## config.mk

```make
export PLATFORM = sky130hd
export DESIGN_NAME = grid_mem_ctl_flat
export DESIGN_NICKNAME = d
export VERILOG_FILES = /design/src/rtl/grid_pkg.sv /design/src/rtl/grid_mem_ctl_if.sv /design/src/rtl/grid_mem_ctl.sv /design/src/flat_wrapper.sv
export SDC_FILE = /design/constraint.sdc
export NUM_CORES = 1
export LEC_CHECK = 0
export ABC_AREA = 0
export BUFFER_PORTS_ARGS = -buffer_cell sky130_fd_sc_hd__buf_4
export CAP_MARGIN = 20
export CORE_MARGIN = 8
export CORE_UTILIZATION = 44
export DETAILED_ROUTE_END_ITERATION = 16
export REMOVE_ABC_BUFFERS = 1
export SETUP_SLACK_MARGIN = 0.1
export SLEW_MARGIN = 30
export SYNTH_ARGS = -nofsm -noshare
export SYNTH_HDL_FRONTEND = slang
export SYNTH_SLANG_ARGS = --single-unit
```

## constraint.sdc

```tcl
create_clock -name clk -period 4.4 [get_ports clk]
set_input_delay 0.88 -clock clk [delete_from_list [all_inputs] [get_ports clk]]
set_output_delay 0.88 -clock clk [all_outputs]
set_load 0.01 [all_outputs]
```

## src/rtl/grid_pkg.sv

```systemverilog
// grid_pkg: cell encoding, FSM states and counter helpers shared by
// grid_mem_ctl, draw_ships and the game logic.
package grid_pkg;

    localparam int GRID_SIZE_DEF = 10;
    localparam int COORD_W_DEF   = 4;
    localparam int CNT_W_DEF     = 7;

    typedef enum logic [1:0] {
        EMPTY = 2'd0,
        SHIP  = 2'd1,
        MISS  = 2'd2,
        HIT   = 2'd3
    } cell_t;

    typedef enum logic [1:0] {
        IDLE  = 2'd0,
        WRITE = 2'd1,
        CLEAR = 2'd2
    } state_t;

    typedef struct packed {
        logic ship_inc;
        logic ship_dec;
        logic hit_inc;
        logic hit_dec;
    } cnt_delta_t;

    // Row-major flat index of cell (x,y).
    function automatic int unsigned cell_idx(
        int unsigned x,
        int unsigned y,
        int unsigned size
    );
        return y * size + x;
    endfunction

    function automatic logic is_ship(cell_t c);
        return (c == SHIP) || (c == HIT);
    endfunction

    function automatic logic is_shot(cell_t c);
        return (c == MISS) || (c == HIT);
    endfunction

    // Counter movement implied by rewriting a cell from old_c to new_c.
    function automatic cnt_delta_t cnt_delta(cell_t old_c, cell_t new_c);
        cnt_delta_t d;
        d.ship_inc = !is_ship(old_c) && is_ship(new_c);
        d.ship_dec = is_ship(old_c) && !is_ship(new_c);
        d.hit_inc  = (old_c != HIT) && (new_c == HIT);
        d.hit_dec  = (old_c == HIT) && (new_c != HIT);
        return d;
    endfunction

endpackage

```

## src/rtl/grid_mem_ctl_if.sv

```systemverilog
// grid_mem_ctl_if: board read port plus req/ack write port.
// rd_addr/rd_status: lookup; wr_req/wr_addr/wr_status in, wr_ack/wr_err back.
interface grid_mem_ctl_if
    import grid_pkg::*;
#(
    parameter int COORD_W = COORD_W_DEF
);
    logic [2*COORD_W-1:0] rd_addr;
    cell_t                rd_status;
    logic                 wr_req;
    logic [2*COORD_W-1:0] wr_addr;
    cell_t                wr_status;
    logic                 wr_ack;
    logic                 wr_err;

    modport master (
        output rd_addr, wr_req, wr_addr, wr_status,
        input  rd_status, wr_ack, wr_err
    );

    modport slave (
        input  rd_addr, wr_req, wr_addr, wr_status,
        output rd_status, wr_ack, wr_err
    );
endinterface

```

## src/rtl/grid_mem_ctl.sv

```systemverilog
// grid_mem_ctl: flop-array board store with registered read port, req/ack
// writes, a one-cell-per-cycle clear FSM and SHIP/HIT counters.
// Ports: clk, rst (sync, active low), bus (grid_mem_ctl_if.slave),
//   clear_req in, busy out, ship_cells/hit_cells out, all_sunk out.
// Option: define GRID_SHOT_GUARD_EN to reject MISS/HIT over MISS/HIT.
module grid_mem_ctl
    import grid_pkg::*;
#(
    parameter int GRID_SIZE = GRID_SIZE_DEF,
    parameter int COORD_W   = COORD_W_DEF,
    parameter int CNT_W     = CNT_W_DEF
) (
    input  logic             clk,
    input  logic             rst,
    grid_mem_ctl_if.slave    bus,
    input  logic             clear_req,
    output logic             busy,
    output logic [CNT_W-1:0] ship_cells,
    output logic [CNT_W-1:0] hit_cells,
    output logic             all_sunk
);

    localparam int NCELL = GRID_SIZE * GRID_SIZE;
    localparam int IDX_W = $clog2(NCELL);
    localparam logic [IDX_W-1:0] LAST = IDX_W'(NCELL - 1);
    localparam logic [COORD_W-1:0] LIM = COORD_W'(GRID_SIZE);

    cell_t            cells [NCELL];
    state_t           state;
    state_t           state_nx;
    logic [IDX_W-1:0] idx;
    cell_t            old_q;

    logic [COORD_W-1:0] rd_x, rd_y, wr_x, wr_y;
    logic               rd_in, wr_in;
    logic [IDX_W-1:0]   rd_i, wr_i;
    logic               guard;
    logic               reject;
    cnt_delta_t         d;

    assign rd_x  = bus.rd_addr[2*COORD_W-1:COORD_W];
    assign rd_y  = bus.rd_addr[COORD_W-1:0];
    assign wr_x  = bus.wr_addr[2*COORD_W-1:COORD_W];
    assign wr_y  = bus.wr_addr[COORD_W-1:0];
    assign rd_in = (rd_x < LIM) && (rd_y < LIM);
    assign wr_in = (wr_x < LIM) && (wr_y < LIM);
    assign rd_i  = IDX_W'(cell_idx(32'(rd_x), 32'(rd_y), GRID_SIZE));
    assign wr_i  = IDX_W'(cell_idx(32'(wr_x), 32'(wr_y), GRID_SIZE));

`ifdef GRID_SHOT_GUARD_EN
    assign guard = is_shot(bus.wr_status) && is_shot(old_q);
`else
    assign guard = 1'b0;
`endif

    assign reject = !wr_in || guard;
    assign d      = cnt_delta(old_q, bus.wr_status);

    // While wr_ack is high the requester still holds wr_req for the
    // finished write, so IDLE must not take it a second time.
    always_comb begin
        state_nx = state;
        busy     = 1'b0;
        unique case (state)
            IDLE: begin
                if (clear_req) begin
                    state_nx = CLEAR;
                end else if (bus.wr_req && !bus.wr_ack) begin
                    state_nx = WRITE;
                end
            end
            WRITE: state_nx = IDLE;
            CLEAR: begin
                busy = 1'b1;
                if (idx == LAST) begin
                    state_nx = IDLE;
                end
            end
            default: state_nx = IDLE;
        endcase
    end

    always_ff @(posedge clk) begin
        if (!rst) begin
            state         <= IDLE;
            idx           <= '0;
            old_q         <= EMPTY;
            bus.rd_status <= EMPTY;
            bus.wr_ack    <= 1'b0;
            bus.wr_err    <= 1'b0;
            ship_cells    <= '0;
            hit_cells     <= '0;
            all_sunk      <= 1'b0;
            for (int i = 0; i < NCELL; i++) begin
                cells[i] <= EMPTY;
            end
        end else begin
            state         <= state_nx;
            bus.wr_ack    <= 1'b0;
            bus.wr_err    <= 1'b0;
            bus.rd_status <= rd_in ? cells[rd_i] : EMPTY;
            all_sunk      <= (ship_cells != '0) &&
                             (hit_cells == ship_cells);
            unique case (state)
                IDLE: begin
                    idx <= '0;
                    if (state_nx == WRITE) begin
                        old_q <= wr_in ? cells[wr_i] : EMPTY;
                    end
                end
                WRITE: begin
                    bus.wr_ack <= 1'b1;
                    bus.wr_err <= reject;
                    if (!reject) begin
                        cells[wr_i] <= bus.wr_status;
                        if (d.ship_inc) begin
                            ship_cells <= ship_cells + CNT_W'(1);
                        end else if (d.ship_dec) begin
                            ship_cells <= ship_cells - CNT_W'(1);
                        end
                        if (d.hit_inc) begin
                            hit_cells <= hit_cells + CNT_W'(1);
                        end else if (d.hit_dec) begin
                            hit_cells <= hit_cells - CNT_W'(1);
                        end
                    end
                end
                CLEAR: begin
                    cells[idx] <= EMPTY;
                    idx        <= idx + IDX_W'(1);
                    if (idx == LAST) begin
                        ship_cells <= '0;
                        hit_cells  <= '0;
                    end
                end
                default: ;
            endcase
        end
    end

endmodule

```

## src/flat_wrapper.sv

```systemverilog
// flat-port wrapper written by rule: the top's interface ports become plain ports
module grid_mem_ctl_flat import grid_pkg::*;
#(
    parameter int GRID_SIZE = GRID_SIZE_DEF,
    parameter int COORD_W   = COORD_W_DEF,
    parameter int CNT_W     = CNT_W_DEF
)
  (clk, rst, clear_req, busy, ship_cells, hit_cells, all_sunk, bus_rd_addr, bus_wr_req, bus_wr_addr, bus_wr_status, bus_rd_status, bus_wr_ack, bus_wr_err);
  grid_mem_ctl_if #(.COORD_W(COORD_W)) bus_i ();
  input  logic clk;
  input  logic rst;
  input  logic clear_req;
  output logic busy;
  output logic [CNT_W-1:0] ship_cells;
  output logic [CNT_W-1:0] hit_cells;
  output logic all_sunk;
  input wire logic [$bits(bus_i.rd_addr)-1:0] bus_rd_addr;
  input wire logic [$bits(bus_i.wr_req)-1:0] bus_wr_req;
  input wire logic [$bits(bus_i.wr_addr)-1:0] bus_wr_addr;
  input wire logic [$bits(bus_i.wr_status)-1:0] bus_wr_status;
  output wire logic [$bits(bus_i.rd_status)-1:0] bus_rd_status;
  output wire logic [$bits(bus_i.wr_ack)-1:0] bus_wr_ack;
  output wire logic [$bits(bus_i.wr_err)-1:0] bus_wr_err;
  assign bus_i.rd_addr = bus_rd_addr;
  assign bus_i.wr_req = bus_wr_req;
  assign bus_i.wr_addr = bus_wr_addr;
  assign bus_i.wr_status = bus_wr_status;
  assign bus_rd_status = bus_i.rd_status;
  assign bus_wr_ack = bus_i.wr_ack;
  assign bus_wr_err = bus_i.wr_err;
  grid_mem_ctl #(.GRID_SIZE(GRID_SIZE), .COORD_W(COORD_W), .CNT_W(CNT_W)) u_core (.clk(clk), .rst(rst), .bus(bus_i), .clear_req(clear_req), .busy(busy), .ship_cells(ship_cells), .hit_cells(hit_cells), .all_sunk(all_sunk));
endmodule
```

==> summary.md, run 1 <==
| Metric | Value |
|---|---|
| Max Clk Rate | `0.280 GHz` |
| Std cell rows | `70` |
| Reg clk slew, reported paths | `0.06 ns` |
| Share of cells above drive strength 1 | `21.8%` |
| Antenna viol nets, final | `0` |
| Hold/Removal Path Class | `flop to flop` |
| Vias | `12081` |
| Cells after DPL | `1813` |
| DRT iter0 DRCs | `1480` |
| Largest cells by area after synthesis | `edfxtp_1 (47%), mux4_2 (16%), nor2_1 (6.0%)` |
| TritonCTS clock tree | `yes` |
| Switching power | `2170 uW` |
| Reg2reg path depth | `10` |
| Crit path arrival time | `3.81 ns` |
| Critical path type | `input pin to flop` |
| H-tree depth | `1` |
| Vias in the first global route | `11921` |
| Initial Util | `44.7%` |
| Post-Synthesis Cells | `1343` |
| Total Routing Usage GR | `23.1%` |
| Die Ht | `209 microns` |
| Status | `finished, final reports clean` |
| Minimum clock period after layout | `3.57 ns` |
| PostCTS Resize Cnt | `0` |
| Sequential share of power | `42.4%` |
| Die Wd | `209 microns` |
| First-pass GRT wire length | `76600 microns` |
| Ys flop type | `edfxtp_1` |
| Non-Filler Instances | `1872` |
| Fillers | `3215` |
| Worst-Margin Slew | `1.11 ns` |
| Max Fanout on Critical Path | `24` |
| Antenna violations before repair | `0` |
| DR vias/cell | `6.45` |
| Final period utilization | `81.0%` |
| Sink Count | `286` |
| Register area share after synthesis | `50.5%` |
| Post-synth EDFFs | `256` |
| RSZ-0062 raised after global routing | `no` |
| Ys Warns | `0` |
| Comb pwr share | `22.5%` |
| Syn avg cell area | `12.2 sq um` |
| Min-Delay Path Depth | `2` |
| Synth async-reset ratio | `0%` |
| Drt first pass iters | `6` |
| Worst-skew pair later-pin latency | `0.58 ns` |
| Area Growth Syn to Fin | `12.4%` |
| CTS Root Cell | `clkbuf_16` |
| Layout Skew | `0.0110 ns` |
| CP Data Required Time | `4.64 ns` |
| Setup_tns | `0 ns` |
| Total gr overflow | `0` |
| Yosys top cell area share | `46.9%` |
| Most common cell after layout, fill and taps aside | `nor2_1` |
| Power per Cell Area | `399 mW/mm^2` |
| Post-Route WL | `51000 microns` |
| Area leader, netlist | `edfxtp_1` |
| Setup violators final | `0` |
| Final hold viol count | `0` |
| CTS buffer count | `31` |
| RD Place Congestion | `0.890` |
| Hpwl dp | `34500 microns` |
| Crit. End Element | `flop` |
| Layout net count | `1433` |
| Final Max Tran Viols | `0` |
| Startpoint types | `input pin` |
| Clock Tree Buf Depth | `3` |
| Synth unique cells | `63` |
| Port bufs | `41` |
| Core footprint | `0.0367 sq mm` |
| WL/cell | `27.3 microns` |
| IO Pins | `42` |
| Hold_buf cts | `0` |
| Max-Cap Viols | `0` |
| Max transition margin | `25.7%` |
| Static leakage | `0.00631 uW` |
| Yosys reg bits | `286` |
| Largest net degree at the start of global routing | `82` |
| Max IR drop VDD | `0.310 mV` |
| Clk pwr share | `35.0%` |
| Most frequent cells in the layout | `nor2_1 (264), edfxtp_1 (256), o21ai_0 (120)` |
| Switching power share of the total | `29.6%` |
| Post-CTS Setup Inserts | `0` |
| Area of the mapped netlist | `0.0164 sq mm` |
| # DRC | `0` |
| Die area | `0.0437 sq mm` |
| P_int | `5180 uW` |
==> critical path: stages <==
cell,delay [ns]
buf_4,0.13
ha_1,0.27
ha_1,0.13
inv_1,0.04
fa_1,0.66
and3b_1,0.26
xor2_1,0.18
o32ai_1,0.53
nand2_1,0.13
buf_4,0.26
o21ai_0,0.32
==> through the flow <==
stage	setup slack (ns)	hold slack (ns)	area [sq um]	util, %	power (uW)
floorplan	0.152	0.465	15800	-	4120
global placement	0.331	0.504	17400	47.5	4780
detailed placement	0.314	0.511	17400	47.5	4800
CTS	0.901	0.522	18400	50.2	7350
global route	0.677	0.565	18400	50.2	7590
finish	0.835	0.523	18400	50.2	7360
==> registers in the layout, indices dropped and copies added, names as in the netlist <==
| register | count |
|---|---|
| u_core.state | 2 |
| u_core.cells | 256 |
| u_core.hit_cells | 7 |
| u_core.all_sunk | 1 |
| u_core.bus.rd_status | 2 |
| u_core.old_q | 2 |
| u_core.bus.wr_err | 1 |
| u_core.ship_cells | 7 |
| u_core.bus.wr_ack | 1 |
| u_core.idx | 7 |
==> Yosys cell counts, types with 3 or more instances <==
master / n
a211oi_1: 5
a21o_1: 5
a21oi_1: 27
a221o_1: 4
a221oi_1: 9
a311oi_1: 4
a31oi_1: 10
and2_1: 5
and3_1: 6
buf_1: 5
buf_2: 23
buf_4: 7
buf_6: 5
clkbuf_1: 78
dfxtp_1: 30
edfxtp_1: 256
fa_1: 6
ha_1: 27
inv_1: 32
mux2_1: 3
mux2_2: 6
mux2i_1: 42
mux4_1: 11
mux4_2: 117
nand2_1: 71
nand2b_1: 14
nand3_1: 20
nand3b_1: 4
nand4_1: 6
nor2_1: 264
nor2b_1: 15
nor3_1: 14
nor3b_1: 4
o2111ai_1: 5
o211ai_1: 3
o21ai_0: 120
o21ai_1: 5
o22ai_1: 3
o32ai_1: 6
o41ai_1: 3
or2_2: 6
or3_1: 7
xnor2_1: 14
xor2_1: 12
==> power groups by stage <==
stage	Clock, uW	Sequential [uW]	Combinational, uW
final	2580	3120	1660
after global routing	2700	3130	1760
after CTS	2600	3120	1630
after detailed placement	0	3180	1620
after global placement	0	3170	1600
after floorplan	0	3160	956
==> cell type report <==
type | count | area [sq um] | area share (%)
Inverter | 33 | 124 | 0.672
Timing Repair Buffer | 122 | 991 | 5.38
Antenna cell | 1 | 2.50 | 0.0136
Clock inverter | 20 | 193 | 1.05
Multi-Input combinational cell | 904 | 7450 | 40.4
Sequential cell | 286 | 8290 | 45.0
Tap cell | 468 | 586 | 3.18
Clock buffer | 38 | 802 | 4.35
==> path summary, 6_finish.rpt <==
kind                                            startpoint                                end  slack [ns]
worst min-delay path            u_core.state[1]$_SDFF_PN0_         u_core.state[1]$_SDFF_PN0_        0.52
worst max-delay path                        bus_wr_addr[1]  u_core.cells[51][0]$_SDFFCE_PN0P_        0.83
worst min register to register  u_core.state[1]$_SDFF_PN0_         u_core.state[1]$_SDFF_PN0_        0.52
worst max register to register  u_core.state[0]$_SDFF_PN0_  u_core.cells[54][1]$_SDFFCE_PN0P_        1.35
==> logic make-up after synthesis <==
group                      count (synthesis)  synth area share (%)
AOI/OAI and AO/OA                        225                  8.31
xor gates and xnor gates                  27                  1.56
adders and majority gates                 33                  2.79
buffers and inverters                    153                  4.27
DFF                                      286                  50.5
muxes                                    179                  21.0
and+or+nand+nor                          440                  11.5
==> metal layers <==
metal  vias to the layer above  track usage (%)  wire [microns]
met4                         0             10.2            2180
met2                       660             38.0           24400
li1                       5161                -               -
met1                      6116             29.9           19600
met3                       144             3.89            4880
met5                         -                0               0
Note: power is estimated with default switching activity, not from simulation.
==> run 2: changes to the inputs <==
clock period = 3.05 ns   (was 4.4 ns; I/O delays follow)
==> run 2 against run 1 <==
Critical path depth up 2. Non-clock buffer count increased by 116. Final cell count increased by 6.3%. Highest routed layer unchanged. Worst setup slack got worse by 0.75 ns.
==> summary.md, run 2 (same netlist as run 1, synthesis figures left out) <==
| Metric | Value |
|---|---|
| Status | `finished, final reports clean` |
| # diodes | `0 (-1)` |
| Clk pwr share | `34.1% (-0.9 points)` |
| Total gr overflow | `0 (unchanged)` |
| Grt met3 use | `4.24% (+0.34 points)` |
| Die area | `0.0437 sq mm (unchanged)` |
| Final hold slack | `0.371 ns (-0.153 ns)` |
| Met1 GRT Util | `30.2% (+0.28 points)` |
| Crit path arrival time | `3.17 ns (-0.64 ns)` |
| Worst-skew pair later-pin latency | `0.53 ns (-0.05 ns)` |
| Area Growth Syn to Fin | `23.3%` |
| Seq. cell area | `0.00829 sq mm (unchanged)` |
| Max Clk Rate | `0.337 GHz` |
| Sequential share of power | `40.3% (-2.1 points)` |
| Minimum clock period after layout | `2.96 ns` |
| Vias | `12447 (+3.0%)` |
| RD Place Congestion | `0.957 (+7.5%)` |
| Layout net count | `1552 (+8.3%)` |
| Final period utilization | `97.2%` |
| Most common cell after layout, fill and taps aside | `edfxtp_1` |
| Total Routing Usage GR | `22.9% (-0.21 points)` |
| Max Fanout on Critical Path | `8 (-67%)` |
| Switching power share of the total | `29.3% (-0.26 points)` |
| Biggest register | `u_core.cells` |
| Sink Count | `286 (unchanged)` |
| CTS Root Cell | `clkbuf_16` |
| Critical path type | `input pin to flop` |
| RSZ-0062 raised after global routing | `yes` |
| Final Max Tran Viols | `0 (unchanged)` |
| Comb pwr share | `25.5% (+3.0 points)` |
| Startpoint types | `input pin` |
| DRT iter0 DRCs | `1460 (-1.4%)` |
| H-tree depth | `2 (+1)` |
| Vias in the first global route | `12353 (+3.6%)` |
| Area of the multi-input gates | `0.00774 sq mm (+3.9%)` |
| IO Pins | `42 (unchanged)` |
| Crit. End Element | `flop` |
| Clock Tree Buf Depth | `3 (unchanged)` |
| Die Ht | `209 microns (unchanged)` |
| Max FFs per register | `256 (unchanged)` |
| Setup Slack @ Placement | `-0.466 ns (-0.780 ns)` |
| Switching power | `3270 uW (+51%)` |
| Port bufs | `41 (unchanged)` |
| First-pass GRT wire length | `76200 microns (-0.46%)` |
| P_int | `7900 uW (+52%)` |
| Static leakage | `0.00716 uW (+13%)` |
| Max-Cap Viols | `0 (unchanged)` |
| Slack of the critical path | `0.0868 ns (-0.748 ns)` |
| Power per Cell Area | `553 mW/mm^2 (+39%)` |
| Share of cells above drive strength 1 | `32.5% (+11 points)` |
| Fillers | `3064 (-4.7%)` |
| Drt first pass iters | `5 (-1)` |
| Most frequent cells in the layout | `edfxtp_1 (256), nor2_1 (239), buf_4 (185)` |
| DR vias/cell | `6.26 (-3.0%)` |
| CP Data Required Time | `3.26 ns (-1.38 ns)` |
| Setup violators final | `0 (unchanged)` |
| Std cell rows | `70 (unchanged)` |
| WL/cell | `25.7 microns (-5.7%)` |
| GR peak layer | `met2` |
| Met2 GRT Util | `37.4% (-0.60 points)` |
| Antenna viol nets, final | `0 (unchanged)` |
| Die Wd | `209 microns (unchanged)` |
| Hold/Removal Path Class | `input pin to flop` |
| Layout Skew | `0.0252 ns (+0.0142 ns)` |
| Antenna violations before repair | `0 (unchanged)` |
| TritonCTS clock tree | `yes` |
| Max transition margin | `20.5% (-5.2 points)` |
| # DRC | `0 (unchanged)` |
| Initial Util | `44.7% (unchanged)` |
| Post-Route WL | `51100 microns (+0.17%)` |
| Max IR drop VDD | `0.324 mV (+4.5%)` |
| Worst-Margin Slew | `1.19 ns (+0.0814 ns)` |
| Final hold viol count | `0 (unchanged)` |
| CTS buffer count | `34 (+9.7%)` |
| Largest net degree at the start of global routing | `90 (+9.8%)` |
| Core footprint | `0.0367 sq mm (unchanged)` |
| Reg clk slew, reported paths | `0.06 ns (about the same)` |
| Hpwl dp | `36100 microns (+4.7%)` |
## run 2: cell types whose count changed in the layout (fill, tap and decap cells not counted), moves of 4 or more
cell	before	now
clkinv_4	4	0
clkbuf_16	31	37
nor2_2	0	24
o21ai_0	120	24
o21ai_1	5	64
buf_4	116	185
buf_12	6	49
o21ai_2	0	34
nor2_1	264	239
## run 2: stage by stage
step | cells | instance area (sq um) | total power, uW | utilization (%) | setup TNS (ns)
floorplan | 1223 | 15800 | 5940 | - | -180.89
global placement | 1923 | 18800 | 7220 | 51.2 | -144.80
detailed placement | 1923 | 18800 | 7250 | 51.2 | -146.91
CTS | 1983 | 19800 | 11000 | 54.0 | 0
global route | 1989 | 20200 | 11500 | 55.1 | -0.124
finish | 1989 | 20200 | 11200 | 55.1 | 0
## run 2: cell type report
cell class	count	share of cell area, %
sequential	286	41.0
clock inverter	18	0.656
inverter	33	0.613
clock buffer	42	4.46
multi-input combinational	904	38.3
timing repair buffer	238	12.1
tap	468	2.90
## run 2: path summary, 6_finish.rpt
| path | endpoint | start | slack (ns) | depth (start not counted) |
|---|---|---|---|---|
| setup / recovery | u_core.cells[109][0]$_DFFE_PP_ | bus_wr_addr[3] | 0.09 | 13 |
| hold reg to reg | u_core.old_q[1]$_SDFFE_PN0P_ | u_core.old_q[1]$_SDFFE_PN0P_ | 0.53 | 2 |
| hold / removal | u_core.state[1]$_SDFF_PN0_ | clear_req | 0.37 | 3 |
| setup reg to reg | u_core.cells[39][1]$_SDFFCE_PN0P_ | u_core.state[0]$_SDFF_PN0_ | 0.20 | 8 |
## run 2: critical path, stage by stage
cell     delay, ns
buf_4         0.12
ha_1          0.26
ha_1          0.14
inv_1         0.05
fa_2          0.64
xor2_2        0.19
nand2_1       0.12
buf_4         0.18
o22ai_1       0.23
buf_4         0.22
nand2_1       0.10
buf_12        0.15
nor2_1        0.15
## run 2: timing repair
item,in CTS,in global routing
hold buffers,0,0
buffers inserted,0,4
pin swaps,0,6
endpoints found under the setup margin,87,285
gates resized for setup,8,170
gates cloned,0,2
## run 2: power groups by stage
stage	Clock [uW]	Combinational (uW)	Sequential, uW
5_1_grt	4000	3030	4520
4_1_cts	3860	2680	4510
3_5_place_dp	0	2660	4590
6_report	3810	2850	4510
3_3_place_gp	0	2640	4580
2_1_floorplan	0	1380	4560
## run 2: routing by layer
metal	vias to the layer above	wire (microns)
li1	5400	-
met1	6242	19800
met2	683	24200
met3	122	5170
met4	0	1960
met5	-	0
==> run 3: changes to the inputs <==
clock period = 2.6 ns   (was 3.05 ns; I/O delays follow)
==> run 3 against run 2 <==
Sequential cell count did not move. Wire length rose by 11%. Worst setup slack got worse by 0.16 ns. Critical endpoint is now u_core.cells[57][0]$_SDFFCE_PN0P_. Clock skew fell by 0.012 ns. Combinational power rose by 57%. Critical path type unchanged. Global-route usage rose by 1.9 points. Sequential share of layout area fell by 5.5 points. Final cell count rose by 4.3%. The flow now finishes with violations (negative setup slack). Utilization rose by 8.5 points.
==> summary.md, run 3 (same netlist as run 1, synthesis figures left out) <==
| Metric | Value |
|---|---|
| Share of cells above drive strength 1 | `47.9% (+15 points)` |
| Crit. End Element | `flop` |
| # DRC | `0 (unchanged)` |
| Largest net degree at the start of global routing | `89 (-1.1%)` |
| Max Clk Rate | `0.374 GHz` |
| Hold/Removal Path Class | `input pin to flop` |
| RD Place Congestion | `0.938 (-2.0%)` |
| Area after DPL | `0.0190 sq mm (+1.1%)` |
| Sink Count | `286 (unchanged)` |
| CP Data Required Time | `2.91 ns (-0.35 ns)` |
| Slack of the critical path | `-0.0723 ns (-0.159 ns)` |
| Antenna violations before repair | `0 (unchanged)` |
| Worst-Margin Slew | `0.756 ns (-0.436 ns)` |
| Biggest register | `u_core.cells` |
| Die Wd | `209 microns (unchanged)` |
| Layout Skew | `0.0134 ns (-0.0119 ns)` |
| Status | `finished with violations` |
| Total gr overflow | `0 (unchanged)` |
| Critical path type | `input pin to flop` |
| Area Growth Syn to Fin | `42.2%` |
| IO Pins | `42 (unchanged)` |
| Total Routing Usage GR | `24.8% (+1.9 points)` |
| Reg clk slew, reported paths | `0.06 ns (about the same)` |
| Hold_buf cts | `0 (unchanged)` |
| Non-Filler Instances | `2075 (+4.3%)` |
| Static leakage | `0.00819 uW (+14%)` |
| Cells after DPL | `1954 (+1.6%)` |
| Final hold slack | `0.200 ns (-0.170 ns)` |
| Max Fanout on Critical Path | `5 (-3)` |
| Power per Cell Area | `610 mW/mm^2 (+10%)` |
| First-pass GRT wire length | `82800 microns (+8.6%)` |
| Crit path arrival time | `2.98 ns (-0.19 ns)` |
| Die area | `0.0437 sq mm (unchanged)` |
| Post-Route WL | `56600 microns (+11%)` |
| Die Ht | `209 microns (unchanged)` |
| DR vias/cell | `6.34 (+1.3%)` |
| Clock Tree Buf Depth | `3 (unchanged)` |
| Startpoint types | `input pin` |
| Most common cell after layout, fill and taps aside | `edfxtp_1` |
| Max transition margin | `49.2% (+29 points)` |
| DRT iter0 DRCs | `1355 (-7.2%)` |
| Minimum clock period after layout | `2.67 ns` |
| WL/cell | `27.3 microns (+6.2%)` |
| Fillers | `2577 (-16%)` |
| Port bufs | `41 (unchanged)` |
| RSZ-0062 raised after global routing | `yes` |
| Core footprint | `0.0367 sq mm (unchanged)` |
| Most frequent cells in the layout | `edfxtp_1 (256), buf_4 (205), nor2_1 (164)` |
| Setup_tns | `-1.29 ns (-1.29 ns)` |
| Vias in the first global route | `13101 (+6.1%)` |
| Worst-skew pair later-pin latency | `0.59 ns (+0.06 ns)` |
| CTS Root Cell | `clkbuf_16` |
| Final hold viol count | `0 (unchanged)` |
| TritonCTS clock tree | `yes` |
| Post-route cell area | `0.0233 sq mm (+15%)` |
| Layout net count | `1637 (+5.5%)` |
| Max IR drop VDD | `0.556 mV (+72%)` |
| # diodes | `0 (unchanged)` |
| Final period utilization | `103%` |
| Violated checks | `negative setup slack` |
| Antenna viol nets, final | `0 (unchanged)` |
| Initial Util | `44.7% (unchanged)` |
| Hpwl dp | `37500 microns (+3.9%)` |
| CTS buffer count | `31 (-8.8%)` |
| Max-Cap Viols | `0 (unchanged)` |
| Std cell rows | `70 (unchanged)` |
| Final Max Tran Viols | `0 (unchanged)` |
| Setup violators final | `45 (+45)` |
| Max FFs per register | `256 (unchanged)` |
| H-tree depth | `1 (-1)` |
| Drt first pass iters | `5 (unchanged)` |
| Vias | `13156 (+5.7%)` |
run 3: layout make-up:
type	instances	area, sq um	share of cell area [%]
multi-input combinational	904	9530	40.9
sequential	286	8290	35.6
timing repair buffer	326	3770	16.2
clock buffer	43	841	3.61
tap	468	586	2.51
clock inverter	15	173	0.741
inverter	33	124	0.531
run 3: path summary, 6_finish.rpt:
| kind | cells past startpoint | slack [ns] | to | from |
|---|---|---|---|---|
| worst max-delay path | 13 | -0.07 | u_core.cells[57][0]$_SDFFCE_PN0P_ | bus_wr_addr[3] |
| worst min-delay path | 3 | 0.20 | u_core.state[1]$_SDFF_PN0_ | clear_req |
| worst max register to register | 11 | 0.17 | u_core.cells[57][0]$_SDFFCE_PN0P_ | u_core.state[0]$_SDFF_PN0_ |
| worst min register to register | 2 | 0.50 | u_core.old_q[0]$_SDFFE_PN0P_ | u_core.old_q[0]$_SDFFE_PN0P_ |
run 3: critical path, cell delays in order:
cell     delay (ns)
buf_8          0.10
ha_4           0.26
ha_4           0.12
inv_2          0.03
fa_2           0.55
and3b_2        0.29
xor2_4         0.19
o32ai_2        0.16
buf_6          0.22
nand2_8        0.10
buf_12         0.17
o21ai_4        0.14
buf_6          0.12
run 3: metrics by stage:
step / util (%) / setup WS, ns / total power (uW)
6_report: 63.5 / -0.0723 / 14200
4_1_cts: 59.2 / 0.00328 / 13700
3_3_place_gp: 51.8 / -0.887 / 8490
2_1_floorplan: - / -1.29 / 6960
3_5_place_dp: 51.8 / -0.868 / 8530
5_1_grt: 63.5 / -0.0985 / 14600
run 3: layer usage:
layer | vias to the layer above | global-route usage, % | part of all wire, %
met5 | - | 0 | 0
met4 | 0 | 10.1 | 4.9
met3 | 172 | 5.19 | 10
met2 | 763 | 40.3 | 47
met1 | 6652 | 32.2 | 38
li1 | 5569 | - | -
run 3: where the power goes:
part	internal (uW)	switching, uW
clock network	2570	1890
logic	2100	2370
registers	5160	127
run 3: what timing repair did:
action,in CTS,in global routing
gates cloned,12,9
pin swaps,33,106
resized for setup,355,264
buffers inserted,24,19
setup endpoints to repair,455,423
